<file path="config.mk">
export PLATFORM = sky130hd
export DESIGN_NAME = video_timing_controller
export DESIGN_NICKNAME = d
export VERILOG_FILES = /design/src/rtl/video_timing_controller.sv
export SDC_FILE = /design/constraint.sdc
export NUM_CORES = 1
export LEC_CHECK = 0
export CAP_MARGIN = 0
export CORE_MARGIN = 2
export CORE_UTILIZATION = 30
export CTS_BUF_LIST = sky130_fd_sc_hd__clkbuf_16
export CTS_CLUSTER_DIAMETER = 50
export CTS_CLUSTER_SIZE = 16
export DETAILED_ROUTE_END_ITERATION = 6
export SLEW_MARGIN = 20
export SYNTH_ARGS = -nofsm -noshare
export SYNTH_HDL_FRONTEND = slang
export SYNTH_SLANG_ARGS = --single-unit
</file>
<file path="constraint.sdc">
create_clock -name i_pixel_clock -period 2.55 [get_ports i_pixel_clock]
set_clock_uncertainty 0.15 [all_clocks]
set_input_delay 0.3825 -clock i_pixel_clock [delete_from_list [all_inputs] [get_ports i_pixel_clock]]
set_output_delay 0.3825 -clock i_pixel_clock [all_outputs]
set_load 0.05 [all_outputs]
</file>
<file path="src/rtl/video_timing_controller.sv">
// video_timing_controller
// Raster generator and pixel-fetch sequencer for a three-channel TMDS output.
// Counters -> stage R (request, 1 cycle) -> stage M (source read) -> stage E
// (encoder inputs). Every encoder-facing signal leaves on the same edge, so the
// data enable, the bytes and the sync levels stay mutually cycle-aligned.
module video_timing_controller #(
  parameter int   H_ACTIVE       = 640,
  parameter int   H_FRONT        = 16,
  parameter int   H_SYNC         = 96,
  parameter int   H_BACK         = 48,
  parameter int   V_ACTIVE       = 480,
  parameter int   V_FRONT        = 10,
  parameter int   V_SYNC         = 2,
  parameter int   V_BACK         = 33,
  parameter logic HSYNC_POLARITY = 1'b0,
  parameter logic VSYNC_POLARITY = 1'b0
) (
  input  logic        i_pixel_clock,
  input  logic        i_reset,
  input  logic        i_enable,
  input  logic [7:0]  i_pixel_red,
  input  logic [7:0]  i_pixel_green,
  input  logic [7:0]  i_pixel_blue,
  output logic        o_pixel_request,
  output logic [11:0] o_request_x,
  output logic [11:0] o_request_y,
  output logic        o_frame_start,
  output logic        o_line_start,
  output logic        o_video_data_enable,
  output logic [7:0]  o_red_byte,
  output logic [7:0]  o_green_byte,
  output logic [7:0]  o_blue_byte,
  output logic        o_blue_c0,
  output logic        o_blue_c1,
  output logic        o_green_c0,
  output logic        o_green_c1,
  output logic        o_red_c0,
  output logic        o_red_c1
);

  localparam int H_TOTAL = H_ACTIVE + H_FRONT + H_SYNC + H_BACK;
  localparam int V_TOTAL = V_ACTIVE + V_FRONT + V_SYNC + V_BACK;

  // Thresholds pre-sized to the 12-bit counters.
  localparam logic [11:0] H_LAST   = 12'(H_TOTAL - 1);
  localparam logic [11:0] V_LAST   = 12'(V_TOTAL - 1);
  localparam logic [11:0] H_ACT    = 12'(H_ACTIVE);
  localparam logic [11:0] V_ACT    = 12'(V_ACTIVE);
  localparam logic [11:0] HS_BEGIN = 12'(H_ACTIVE + H_FRONT);
  localparam logic [11:0] HS_END   = 12'(H_ACTIVE + H_FRONT + H_SYNC);
  localparam logic [11:0] VS_BEGIN = 12'(V_ACTIVE + V_FRONT);
  localparam logic [11:0] VS_END   = 12'(V_ACTIVE + V_FRONT + V_SYNC);

  typedef enum logic {S_IDLE = 1'b0, S_RUN = 1'b1} state_t;

  state_t      r_state;
  state_t      w_state_nxt;
  logic        w_run;
  logic        w_line_end;
  logic        w_frame_end;
  logic        w_active;
  logic        w_hs_act;
  logic        w_vs_act;

  logic [11:0] r_h_count;
  logic [11:0] r_v_count;

  // Stage R sync flags and stage M (source read cycle) flags.
  logic        r_hs_r;
  logic        r_vs_r;
  logic        r_de_m;
  logic        r_hs_m;
  logic        r_vs_m;

  assign w_line_end  = (r_h_count == H_LAST);
  assign w_frame_end = w_line_end && (r_v_count == V_LAST);

  // FSM state register.
  always_ff @(posedge i_pixel_clock or posedge i_reset) begin
    if (i_reset) r_state <= S_IDLE;
    else         r_state <= w_state_nxt;
  end

  // Next state: start on enable, stop only on a frame boundary.
  always_comb begin
    w_state_nxt = r_state;
    case (r_state)
      S_IDLE: if (i_enable) w_state_nxt = S_RUN;
      S_RUN:  if (w_frame_end && !i_enable) w_state_nxt = S_IDLE;
      default: w_state_nxt = S_IDLE;
    endcase
  end

  // FSM outputs: raster decode from the current counter position.
  always_comb begin
    w_run    = (r_state == S_RUN);
    w_active = w_run && (r_h_count < H_ACT) && (r_v_count < V_ACT);
    w_hs_act = w_run && (r_h_count >= HS_BEGIN) && (r_h_count < HS_END);
    w_vs_act = w_run && (r_v_count >= VS_BEGIN) && (r_v_count < VS_END);
  end

  // Raster counters; parked at (0,0) outside RUNNING so a start begins at the origin.
  always_ff @(posedge i_pixel_clock or posedge i_reset) begin
    if (i_reset) begin
      r_h_count <= '0;
      r_v_count <= '0;
    end else if (w_run) begin
      if (w_line_end) begin
        r_h_count <= '0;
        r_v_count <= w_frame_end ? 12'd0 : r_v_count + 12'd1;
      end else begin
        r_h_count <= r_h_count + 12'd1;
      end
    end else begin
      r_h_count <= '0;
      r_v_count <= '0;
    end
  end

  // Stage R: fetch request, coordinates and position pulses.
  always_ff @(posedge i_pixel_clock or posedge i_reset) begin
    if (i_reset) begin
      o_pixel_request <= 1'b0;
      o_request_x     <= '0;
      o_request_y     <= '0;
      o_frame_start   <= 1'b0;
      o_line_start    <= 1'b0;
      r_hs_r          <= 1'b0;
      r_vs_r          <= 1'b0;
    end else begin
      o_pixel_request <= w_active;
      o_request_x     <= r_h_count;
      o_request_y     <= r_v_count;
      o_frame_start   <= w_run && (r_h_count == 12'd0) && (r_v_count == 12'd0);
      o_line_start    <= w_run && (r_h_count == 12'd0);
      r_hs_r          <= w_hs_act;
      r_vs_r          <= w_vs_act;
    end
  end

  // Stage M: the source answers during this cycle; carry the controls alongside.
  always_ff @(posedge i_pixel_clock or posedge i_reset) begin
    if (i_reset) begin
      r_de_m <= 1'b0;
      r_hs_m <= 1'b0;
      r_vs_m <= 1'b0;
    end else begin
      r_de_m <= o_pixel_request;
      r_hs_m <= r_hs_r;
      r_vs_m <= r_vs_r;
    end
  end

  // Stage E: capture answered pixel data (zero in blanking) with enable and syncs.
  always_ff @(posedge i_pixel_clock or posedge i_reset) begin
    if (i_reset) begin
      o_video_data_enable <= 1'b0;
      o_red_byte          <= '0;
      o_green_byte        <= '0;
      o_blue_byte         <= '0;
      o_blue_c0           <= ~HSYNC_POLARITY;
      o_blue_c1           <= ~VSYNC_POLARITY;
    end else begin
      o_video_data_enable <= r_de_m;
      o_red_byte          <= r_de_m ? i_pixel_red   : 8'd0;
      o_green_byte        <= r_de_m ? i_pixel_green : 8'd0;
      o_blue_byte         <= r_de_m ? i_pixel_blue  : 8'd0;
      o_blue_c0           <= r_hs_m ? HSYNC_POLARITY : ~HSYNC_POLARITY;
      o_blue_c1           <= r_vs_m ? VSYNC_POLARITY : ~VSYNC_POLARITY;
    end
  end

  // DVI: red/green channels never carry control codes.
  assign o_green_c0 = 1'b0;
  assign o_green_c1 = 1'b0;
  assign o_red_c0   = 1'b0;
  assign o_red_c1   = 1'b0;

endmodule

</file>
Word level (Yosys, flattened, before mapping) --
Cells that the tools add are included.
Operators by class: add/sub/neg operators 2, magnitude comparators 6, eq/ne operators 3, mux-type cells 13, bitwise gates (word level) 1, reduce and logical (&&, ||, !) cells 13
Operators by type and width (count):
- 12-bit two-way mux | 5
- 12-bit by 1-bit adder with 12-bit output, second input constant | 2
- 12-bit by 10-bit equality test with 1-bit output, second input constant | 2
- 12-bit zero test | 2
- 12-bit by 10-bit < comparator with 1-bit output, second input constant | 2
- 12-bit by 9-bit < comparator with 1-bit output, second input constant | 2
- 8-bit two-way mux | 3
- 12-bit by 10-bit >= comparator with 1-bit output, second input constant | 1
- 12-bit by 9-bit >= comparator with 1-bit output, second input constant | 1
- 1-bit logical AND | 10
- 1-bit two-way mux | 4
- 2-bit by 1-bit inequality test with 1-bit output, second input constant | 1
- 1-bit one-hot mux with 2 select lines | 1
- 1-bit zero test | 1
- 1-bit NOT | 1
Storage, ports and cells: register bits after elaboration 84, output and inout bits 58

Longest topological paths before layout --
depth after elaboration 5, depth in mapped cells 7

Worst setup path after synthesis --
OpenSTA, ideal clock, no wires.
path type reg-to-reg, start register r_h_count[0], end register r_v_count[7], library setup time 74 ps, data arrival time 1814 ps, required time 2326 ps, path slack 511 ps, stages on the path, launching flop included 8, period minus slack after synthesis 2039 ps, path through dfrtp_1 -> ha_1 -> and3_1 -> buf_2 -> a41oi_2 -> buf_6 -> or4_4 -> a21oi_2
Between the ends: word-level cells in the longest chain between the ends 5, elaborated cells on any way between the ends 6
Ends and longest elaborated chain:
- start: declaration | RTL line 65 | logic [11:0] r_h_count;
- start signal: assignment | RTL line 112 | r_h_count <= r_h_count + 12'd1;
- 12-bit by 10-bit equality test with 1-bit output * | RTL line 75 | assign w_line_end = (r_h_count == H_LAST);
- 1-bit logical AND | RTL line 76 | assign w_frame_end = w_line_end && (r_v_count == V_LAST);
- 12-bit two-way mux | RTL line 110 | r_v_count <= w_frame_end ? 12'd0 : r_v_count + 12'd1;
- 12-bit two-way mux | RTL line 108 | if (w_line_end) begin
- 12-bit two-way mux | RTL line 107 | end else if (w_run) begin
- end signal: assignment | RTL line 110
- end: declaration | RTL line 66 | logic [11:0] r_v_count;
Every way passes the cells marked *; elsewhere a longest branch is shown, timed or not. The select of a mux whose other input is x is not followed. A chain may end at the register's enable or synchronous reset.

Final worst setup path --
start register r_h_count[1], end register r_v_count[6]
The elaborated chain is that of the path after synthesis.

==> results <==
- The flow ran to the end, and the final reports show no timing, DRC or antenna violations.
- The width of the die is ~110 µm.
- Counting every sink on the clock net gives 84.
- The placement row count is 37.
- The worst pin sits at a relative slew slack of a little over 60%.
- The final critical path takes up between 80% and 90% of the cycle.
- The post-synthesis sequential area ratio is between 60 and 70%.
- The number of routed nets with antenna violations is 0.
- Clock latency on the worst-skew pair, taken at its later pin, is around 330 ps.
- The share of total power dissipated in sequential elements is between 50% and 60%.
- The leakage component of the power is approximately 0.0019 µW.
- The total area inside the core boundary comes to ~10000 µm².
- After clock tree synthesis, the flow added hold-fix buffers numbering 0.
- The TritonCTS clock tree is yes.
- The critical hold path startpoint is r_vs_m.
- The total die area is about 11000 µm².
- The fraction of final layout cells sized beyond drive strength 1 is under 10%.
- The synthesized netlist contains 36 unique library cells.
- Net switching is between 20 and 25% of the power.
- The critical path capture point type is a flop.
- After synthesis, the largest family of logic cells by area is simple AND/OR/NAND/NOR gates.
- CTS built an H-tree with a depth of 3.
- The area fraction in compound gates after synthesis is 4.63%.
- The share of Yosys cell area claimed by the top area cell type is 66.0%.
- Internal power comes to 2080 µW.
- The arrival time at the worst endpoint is around 2400 ps.
- The xor and xnor fraction of the mapped netlist area is 2.82%.
- The per-cell routed wire length is between 10 and 15 µm.
- For the pin with the worst max-slew slack, the measured transition is about 600 ps.
- In the routed layout, each cell is associated on average with a via count of 4.35.
- Detailed placement ended at an HPWL of 4.41 mm.
- The count of input and output buffers is 80.
- The first global-routing pass estimated 10.6 mm of wire.
- STA classifies the critical path startpoint as a flop.
- The number of iterations in the first detailed-routing pass is 4.
- Post-CTS repair changed the size of 0 cells.
- The final count of negative-setup-slack endpoints is 0.
- The class of the most critical setup path is flop to flop.
- The overall global routing resource usage is about an eighth.
- Fill cells in the final layout number 960.
- In this run the clock root is driven by a sky130_fd_sc_hd__clkbuf_16.
- The count of cells along the worst hold path is 1.
- The placed instances occupy a cell area of approximately 4100 µm².
- Static timing analysis puts the maximum clock frequency at ~440 MHz.
- The number of violations of the max-capacitance limit is 0.
- Adding up every negative setup slack in the final design gives 0 ps.
- In this run the worst path has a maximum fanout of 13.
- The congestion estimate from routability-driven global placement came to between 0.7 and 0.8.
- Global routing finished with a remaining overflow of 0.
- The maximum ir drop on the vdd rail is slightly above 300 µV.
- Once the clock tree was built, the setup fixing pass inserted 0 buffers.
- The switching power summed over all nets is about 600 µW.
- Measured along the y axis, the die boundary spans ~110 µm.
- The wire length reported by the detailed router is ~6.3 mm.
- For this configuration, the core starts out at a cell density of between 30% and 40%.
- 0 antenna diodes ended up in the layout.
- Cells fill between 40% and 50% of the core in the end.
- The power density normalized to cell area is between 600 and 700 nW/µm².
- For flop-to-flop paths, the worst setup slack is 290 ps.
- The synthesized design spends more area on one cell type than any other, namely sky130_fd_sc_hd__dfrtp_1.
- The number of global-route vias before repair came to between 2000 and 2500.
- Clock-pin slew was measured on the worst setup and hold paths at approximately 60 ps.
- The synthesized design contains 84 register bits.
- The post-route minimum period is between 2000 and 2500 ps.
- The number of buffers inserted during clock tree synthesis is 9.
- The total non-filler cell area in the finished layout is ~4300 µm².
- The number of top-level pins is 85.
- The cell depth of the worst flop-to-flop path is 6.
- The area growth from synthesis to layout is 39.8%.
- The net count reported at finish is about 370.
- The critical path starts at r_h_count[1].
- The max-slew violation count is 0.
- The mux contribution to synthesized area is 0%.
- The startpoint of the most critical register-to-register path is r_h_count[1].
- The cell count after synthesis came out at between 200 and 250.
- At the worst endpoint, the required time is between 2000 and 3000 ps.
- Setup repair after global routing left no endpoint under its margin.
- The number of antenna violations at the first check in global routing is 0.
- The total via count in the routed design is ~2100.
- Overall power consumption after layout is estimated at 2680 µW.
- The DRC violation total after the first TritonRoute iteration is 114.
- Counting along the longest clock path gives a buffer depth of 2.
- The post-synthesis instance area is a little over 3000 µm².
- The clock network is responsible for 41.6% of the overall power.
- For this run, design rule violations remaining after detail routing come to 0.
- Yosys attributes the largest share of cell area to sky130_fd_sc_hd__dfrtp_1, sky130_fd_sc_hd__and2_1, sky130_fd_sc_hd__xnor2_1.
- The number of failing hold endpoints at the final stage was 0.
- The simple-gate portion of the synthesized area is 19.4%.
- Dividing the synthesized area by the synthesized cell count gives roughly 12 µm².
- The synthesized netlist devotes 1.61% of its cell area to adder and majority cells.
- Of the total power, combinational logic draws 7.7%.
- The pin count of the biggest net entering global routing is 34.
- The warning count from the yosys run is 0.
- The worst hold-check path type is flop to flop.
cell usage in the layout (no fill, tap or decap), types with 2 or more instances in the layout:
master | Yosys | routed
sky130_fd_sc_hd__nand4_1 | 5 | 5
sky130_fd_sc_hd__nor4bb_1 | 2 | 2
sky130_fd_sc_hd__clkbuf_16 | 0 | 9
sky130_fd_sc_hd__xnor2_1 | 9 | 9
sky130_fd_sc_hd__clkinvlp_4 | 0 | 2
sky130_fd_sc_hd__or3_1 | 8 | 8
sky130_fd_sc_hd__nand2_1 | 8 | 8
sky130_fd_sc_hd__clkdlybuf4s50_1 | 0 | 80
sky130_fd_sc_hd__o31ai_1 | 3 | 3
sky130_fd_sc_hd__conb_1 | 1 | 4
sky130_fd_sc_hd__or4_1 | 2 | 2
sky130_fd_sc_hd__nor4_1 | 2 | 2
sky130_fd_sc_hd__nand3_1 | 12 | 12
sky130_fd_sc_hd__nand2b_1 | 2 | 2
sky130_fd_sc_hd__dfstp_2 | 2 | 2
sky130_fd_sc_hd__clkinv_2 | 0 | 4
sky130_fd_sc_hd__nor2_1 | 16 | 16
sky130_fd_sc_hd__dfrtp_1 | 82 | 82
sky130_fd_sc_hd__buf_4 | 4 | 5
sky130_fd_sc_hd__o21ai_0 | 8 | 8
sky130_fd_sc_hd__and4_1 | 4 | 4
sky130_fd_sc_hd__ha_1 | 4 | 4
sky130_fd_sc_hd__and3_1 | 4 | 4
sky130_fd_sc_hd__inv_1 | 13 | 13
sky130_fd_sc_hd__a21oi_1 | 10 | 10
sky130_fd_sc_hd__nor3_1 | 6 | 6
sky130_fd_sc_hd__and2_1 | 25 | 25
metrics by stage:
stage | hold slack, ps | cells | worst slack (ps)
floorplan | 181 | 252 | 511
global placement | 183 | 463 | 436
detailed placement | 187 | 463 | 344
CTS | 198 | 479 | 291
global route | 218 | 479 | 146
finish | 197 | 479 | 291
Yosys cell counts:
library cell	n
sky130_fd_sc_hd__dfrtp_1	82
sky130_fd_sc_hd__and2_1	25
sky130_fd_sc_hd__nor2_1	16
sky130_fd_sc_hd__inv_1	13
sky130_fd_sc_hd__nand3_1	12
sky130_fd_sc_hd__a21oi_1	10
sky130_fd_sc_hd__xnor2_1	9
sky130_fd_sc_hd__nand2_1	8
sky130_fd_sc_hd__o21ai_0	8
sky130_fd_sc_hd__or3_1	8
sky130_fd_sc_hd__nor3_1	6
sky130_fd_sc_hd__nand4_1	5
sky130_fd_sc_hd__and3_1	4
sky130_fd_sc_hd__and4_1	4
sky130_fd_sc_hd__buf_4	4
sky130_fd_sc_hd__clkbuf_1	4
sky130_fd_sc_hd__ha_1	4
sky130_fd_sc_hd__o31ai_1	3
sky130_fd_sc_hd__buf_2	2
sky130_fd_sc_hd__dfstp_2	2
sky130_fd_sc_hd__nand2b_1	2
sky130_fd_sc_hd__nor4_1	2
sky130_fd_sc_hd__nor4bb_1	2
sky130_fd_sc_hd__or4_1	2
sky130_fd_sc_hd__a21oi_2	1
sky130_fd_sc_hd__a41oi_2	1
sky130_fd_sc_hd__buf_6	1
sky130_fd_sc_hd__conb_1	1
sky130_fd_sc_hd__nor3b_1	1
sky130_fd_sc_hd__nor4_4	1
sky130_fd_sc_hd__nor4b_1	1
sky130_fd_sc_hd__o22ai_1	1
sky130_fd_sc_hd__or2_0	1
sky130_fd_sc_hd__or4_4	1
sky130_fd_sc_hd__or4b_1	1
sky130_fd_sc_hd__xor2_1	1
kinds of logic (layout without fill, tap and decap cells):
group | count (synthesis) | after routing
AOI/OAI and AO/OA | 24 | 24
buffers and inverters | 24 | 115
and+or+nand+nor | 102 | 102
DFF | 84 | 84
other | 1 | 4
adders and majority gates | 4 | 4
xor gates and xnor gates | 10 | 10
power by group through the flow:
| stage | logic, µW | clock network, µW | registers, µW |
|---|---|---|---|
| floorplan | 50.3 | 0 | 1450 |
| global placement | 210 | 0 | 1380 |
| detailed placement | 211 | 0 | 1380 |
| CTS | 212 | 1160 | 1360 |
| global route | 221 | 1220 | 1360 |
| finish | 208 | 1120 | 1360 |
flip-flops by register name (all words and copies together) (netlist names), 8 cells and up:
register	flops
o_red_byte	8
o_blue_byte	8
o_request_y	12
o_request_x	12
r_v_count	12
o_green_byte	8
r_h_count	12
critical path: stages (launching register included):
cell and delay (ps):
sky130_fd_sc_hd__dfrtp_1 430, sky130_fd_sc_hd__ha_1 240, sky130_fd_sc_hd__and3_1 280, sky130_fd_sc_hd__a41oi_2 290
sky130_fd_sc_hd__buf_4 270, sky130_fd_sc_hd__or3_1 350, sky130_fd_sc_hd__a21oi_1 170
layer usage:
layer / vias up / share of wire (%) / track usage (%)
li1: 1013 / - / -
met2: 67 / 45 / 17.4
met4: 0 / 0.90 / 3.38
met5: - / 0 / 0
met3: 5 / 5.7 / 4.51
met1: 1001 / 49 / 16.8
worst paths after layout:
kind / to
setup / recovery: r_v_count[6]
hold / removal: o_blue_c1
setup reg to reg: r_v_count[6]
hold reg to reg: o_blue_c1
max in group asynchronous: r_v_count[7]
min in group asynchronous: r_v_count[9]
layout make-up:
cell class              count  area (µm²)  area share [%]
flip-flops and latches     84        2100            48.4
multi-input cells         144         900            20.7
repair buffers             86         858            19.8
clock buffers               9         225            5.18
well taps                 136         170            3.92
inverters                  13        52.6            1.21
clock inverters             7        35.0           0.806
(Power assumes the default switching activity.)
==> RTL edit (config.mk and constraints unchanged) <==
Add an input register stage for `i_enable`, `i_pixel_red`, `i_pixel_green` and `i_pixel_blue`, with the module's reset; this delays them by one clock.
--- a/src/rtl/video_timing_controller.sv
+++ b/src/rtl/video_timing_controller.sv
@@ -54,4 +54,23 @@
   typedef enum logic {S_IDLE = 1'b0, S_RUN = 1'b1} state_t;
 
+  logic i_enable_q;
+  logic [7:0] i_pixel_red_q;
+  logic [7:0] i_pixel_green_q;
+  logic [7:0] i_pixel_blue_q;
+
+  always_ff @(posedge i_pixel_clock or posedge i_reset) begin
+    if (i_reset) begin
+      i_enable_q      <= '0;
+      i_pixel_red_q   <= '0;
+      i_pixel_green_q <= '0;
+      i_pixel_blue_q  <= '0;
+    end else begin
+      i_enable_q      <= i_enable;
+      i_pixel_red_q   <= i_pixel_red;
+      i_pixel_green_q <= i_pixel_green;
+      i_pixel_blue_q  <= i_pixel_blue;
+    end
+  end
+
   state_t      r_state;
   state_t      w_state_nxt;
@@ -86,6 +105,6 @@
     w_state_nxt = r_state;
     case (r_state)
-      S_IDLE: if (i_enable) w_state_nxt = S_RUN;
-      S_RUN:  if (w_frame_end && !i_enable) w_state_nxt = S_IDLE;
+      S_IDLE: if (i_enable_q) w_state_nxt = S_RUN;
+      S_RUN:  if (w_frame_end && !i_enable_q) w_state_nxt = S_IDLE;
       default: w_state_nxt = S_IDLE;
     endcase
@@ -163,7 +182,7 @@
     end else begin
       o_video_data_enable <= r_de_m;
-      o_red_byte          <= r_de_m ? i_pixel_red   : 8'd0;
-      o_green_byte        <= r_de_m ? i_pixel_green : 8'd0;
-      o_blue_byte         <= r_de_m ? i_pixel_blue  : 8'd0;
+      o_red_byte          <= r_de_m ? i_pixel_red_q : 8'd0;
+      o_green_byte        <= r_de_m ? i_pixel_green_q : 8'd0;
+      o_blue_byte         <= r_de_m ? i_pixel_blue_q : 8'd0;
       o_blue_c0           <= r_hs_m ? HSYNC_POLARITY : ~HSYNC_POLARITY;
       o_blue_c1           <= r_vs_m ? VSYNC_POLARITY : ~VSYNC_POLARITY;
Formal check against the unedited RTL: not equivalent (a bounded check fails within 4 cycles, from zero or initial values and one cycle with i_reset high).
==> RTL edit against the original RTL <==
Worst setup slack improved by 0.072 ns; synthesized cell count increased by 8.8%; cell area increased by 17%; area after synthesis increased by 21%; wire length increased by 11%; sequential cell count increased by 25; critical path depth decreased by 5; utilization decreased by 0.86 points.
Power is not compared: it rests on default switching activity, and its combinational part moved more than twofold at a synthesized area within 25%.
==> RTL edit: results (changes against the original RTL) <==
* Status: finished clean
* Synth area leaders: dfrtp_1 71%, and2_1 4.3%, xnor2_1 1.9%
* Setup slack of the most critical reg-to-reg path at 0.38 ns (+0.09 ns)
* Share of flip-flops with an asynchronous set or reset after synthesis at 1.00 (unchanged)
* Met2 global-route usage at 0.168 (-0.00609)
* Number of nets in the final layout at 388 (+5.1%)
* Largest net degree at the start of global routing at 110 (+220%)
* Post-detail-place hpwl at 4.65 mm (+5.4%)
* Number of optimization iterations in the first detailed-route pass at 4 (unchanged)
* Met1 Use GR at 0.152 (-0.0164)
* Kind of cell with the highest combined delay on the critical path: buffers and inverters
* First-pass GRT wire length at 11.6 mm (+9.2%)
* Met2 wire length at 3.27 mm (+16%)
* Fraction of the mapped netlist area in compound gates at 0.0423 (-0.00402)
* Via density per instance at 4.36 (+0.13%)
* WP data arrival at 1.66 ns (-0.70 ns)
* Die boundary width at 116 microns (+9.6%)
* First DRT Iteration DRCs at 239 (+110%)
* Crit-path max FO at 1 (-12)
* Routing usage on met3 at 0.0329 (-0.0122)
* Wirelength, routed at 7.04 mm (+11%)
* Crit path capture: o_blue_c0
* WHS Path Cells at 0 (-1)
* Launch point of the worst reg-to-reg path: r_h_count[0]
* Unique cell type count in the Yosys netlist at 38 (+5.6%)
* Worst setup slack before clock tree synthesis at 0.395 ns (+0.0509 ns)
* Slowest cell on the critical path: clkdlybuf4s50_1
* Destination of the worst register-to-register timing path: r_v_count[9]
* Origin of the worst min-delay path: r_hs_r
* Sequential-to-total area share from yosys stat at 0.726 (+0.0492)
* Routed wire length per instance at 13.3 microns (+0.72%)
* Total track usage at 0.112 (-0.00788)
* Share of cell area taken by multi-input logic gates at 0.184 (-0.0227)
* Remaining max-slew budget at the tightest pin at 0.597 (-0.0133)
* Share of the cycle needed by the critical path after routing at 0.858 (-0.0281)
* Depth of the most critical reg-to-reg path at 5 (-1)
* Syn Area/Cell at 13.9 sq um (+11%)
* Via count of the first global-routing pass at 2306 (+9.9%)
* CP Launch Point: o_blue_c0
* Critical path's largest stage delay at 0.81 ns (+0.38 ns)
* Met3 wire length at 417 microns (+16%)
* Cell area reported after detailed placement at 4750 sq um (+16%)
* Signal buffers share of area at 0.162 (-0.0354)
* Post-synthesis share of cell area spent on full adders, half adders and majority gates at 0.0133 (-0.00279)
* Number of multi-input logic gates at 143 (-0.69%)
* Number of placed instances with taps included at 514 (+11%)
* Post-synth top cells: 107 x dfrtp_1, 26 x and2_1, 15 x nor2_1, 13 x inv_1, 12 x a21oi_1
* Clock-cell share at 0.0625 (+0.00262)
* Nonclk buf count at 81 (-5.8%)
* Synthesized-area fraction occupied by xor and xnor cells at 0.0233 (-0.00488)
* Fillers at 1144 (+19%)
* Final hold slack at 0.200 ns (+0.00225 ns)
* Proportion of layout cells with a drive suffix above 1 at 0.0691 (-0.00966)
* Hold Path End: r_hs_m
* Gpl congestion at 0.787 (+7.8%)
* Register share of the cell area at 0.539 (+0.0549)
-- RTL edit: cell types whose count changed after synthesis, moves of 2 or more --
cell / change
or3_1: -3
o21ai_0: -3
and3_1: -4
nor4_1: +3
nand3_1: -4
o31ai_1: +2
nand4_1: +2
nor3_1: -2
or4_1: +4
a21oi_1: +2
buf_2: -2
dfrtp_1: +25
-- RTL edit: report_power, final --
group / leakage, nW / internal, mW / switching, mW / total, mW
sequential: 1.35 / 1.88 / 0.137 / 2.01
combinational: 0.629 / 0.256 / 0.454 / 0.710
clock: 0.150 / 0.855 / 0.592 / 1.45
total: 2.13 / 2.99 / 1.18 / 4.17
-- RTL edit: logic make-up (layout without fill, tap and decap cells) --
group	after synthesis	count (layout)
DFF	109	109
and+or+nand+nor	101	101
AOI/OAI and AO/OA	24	24
buffers and inverters	22	110
xor gates and xnor gates	10	10
adders and majority gates	4	4
other	1	4
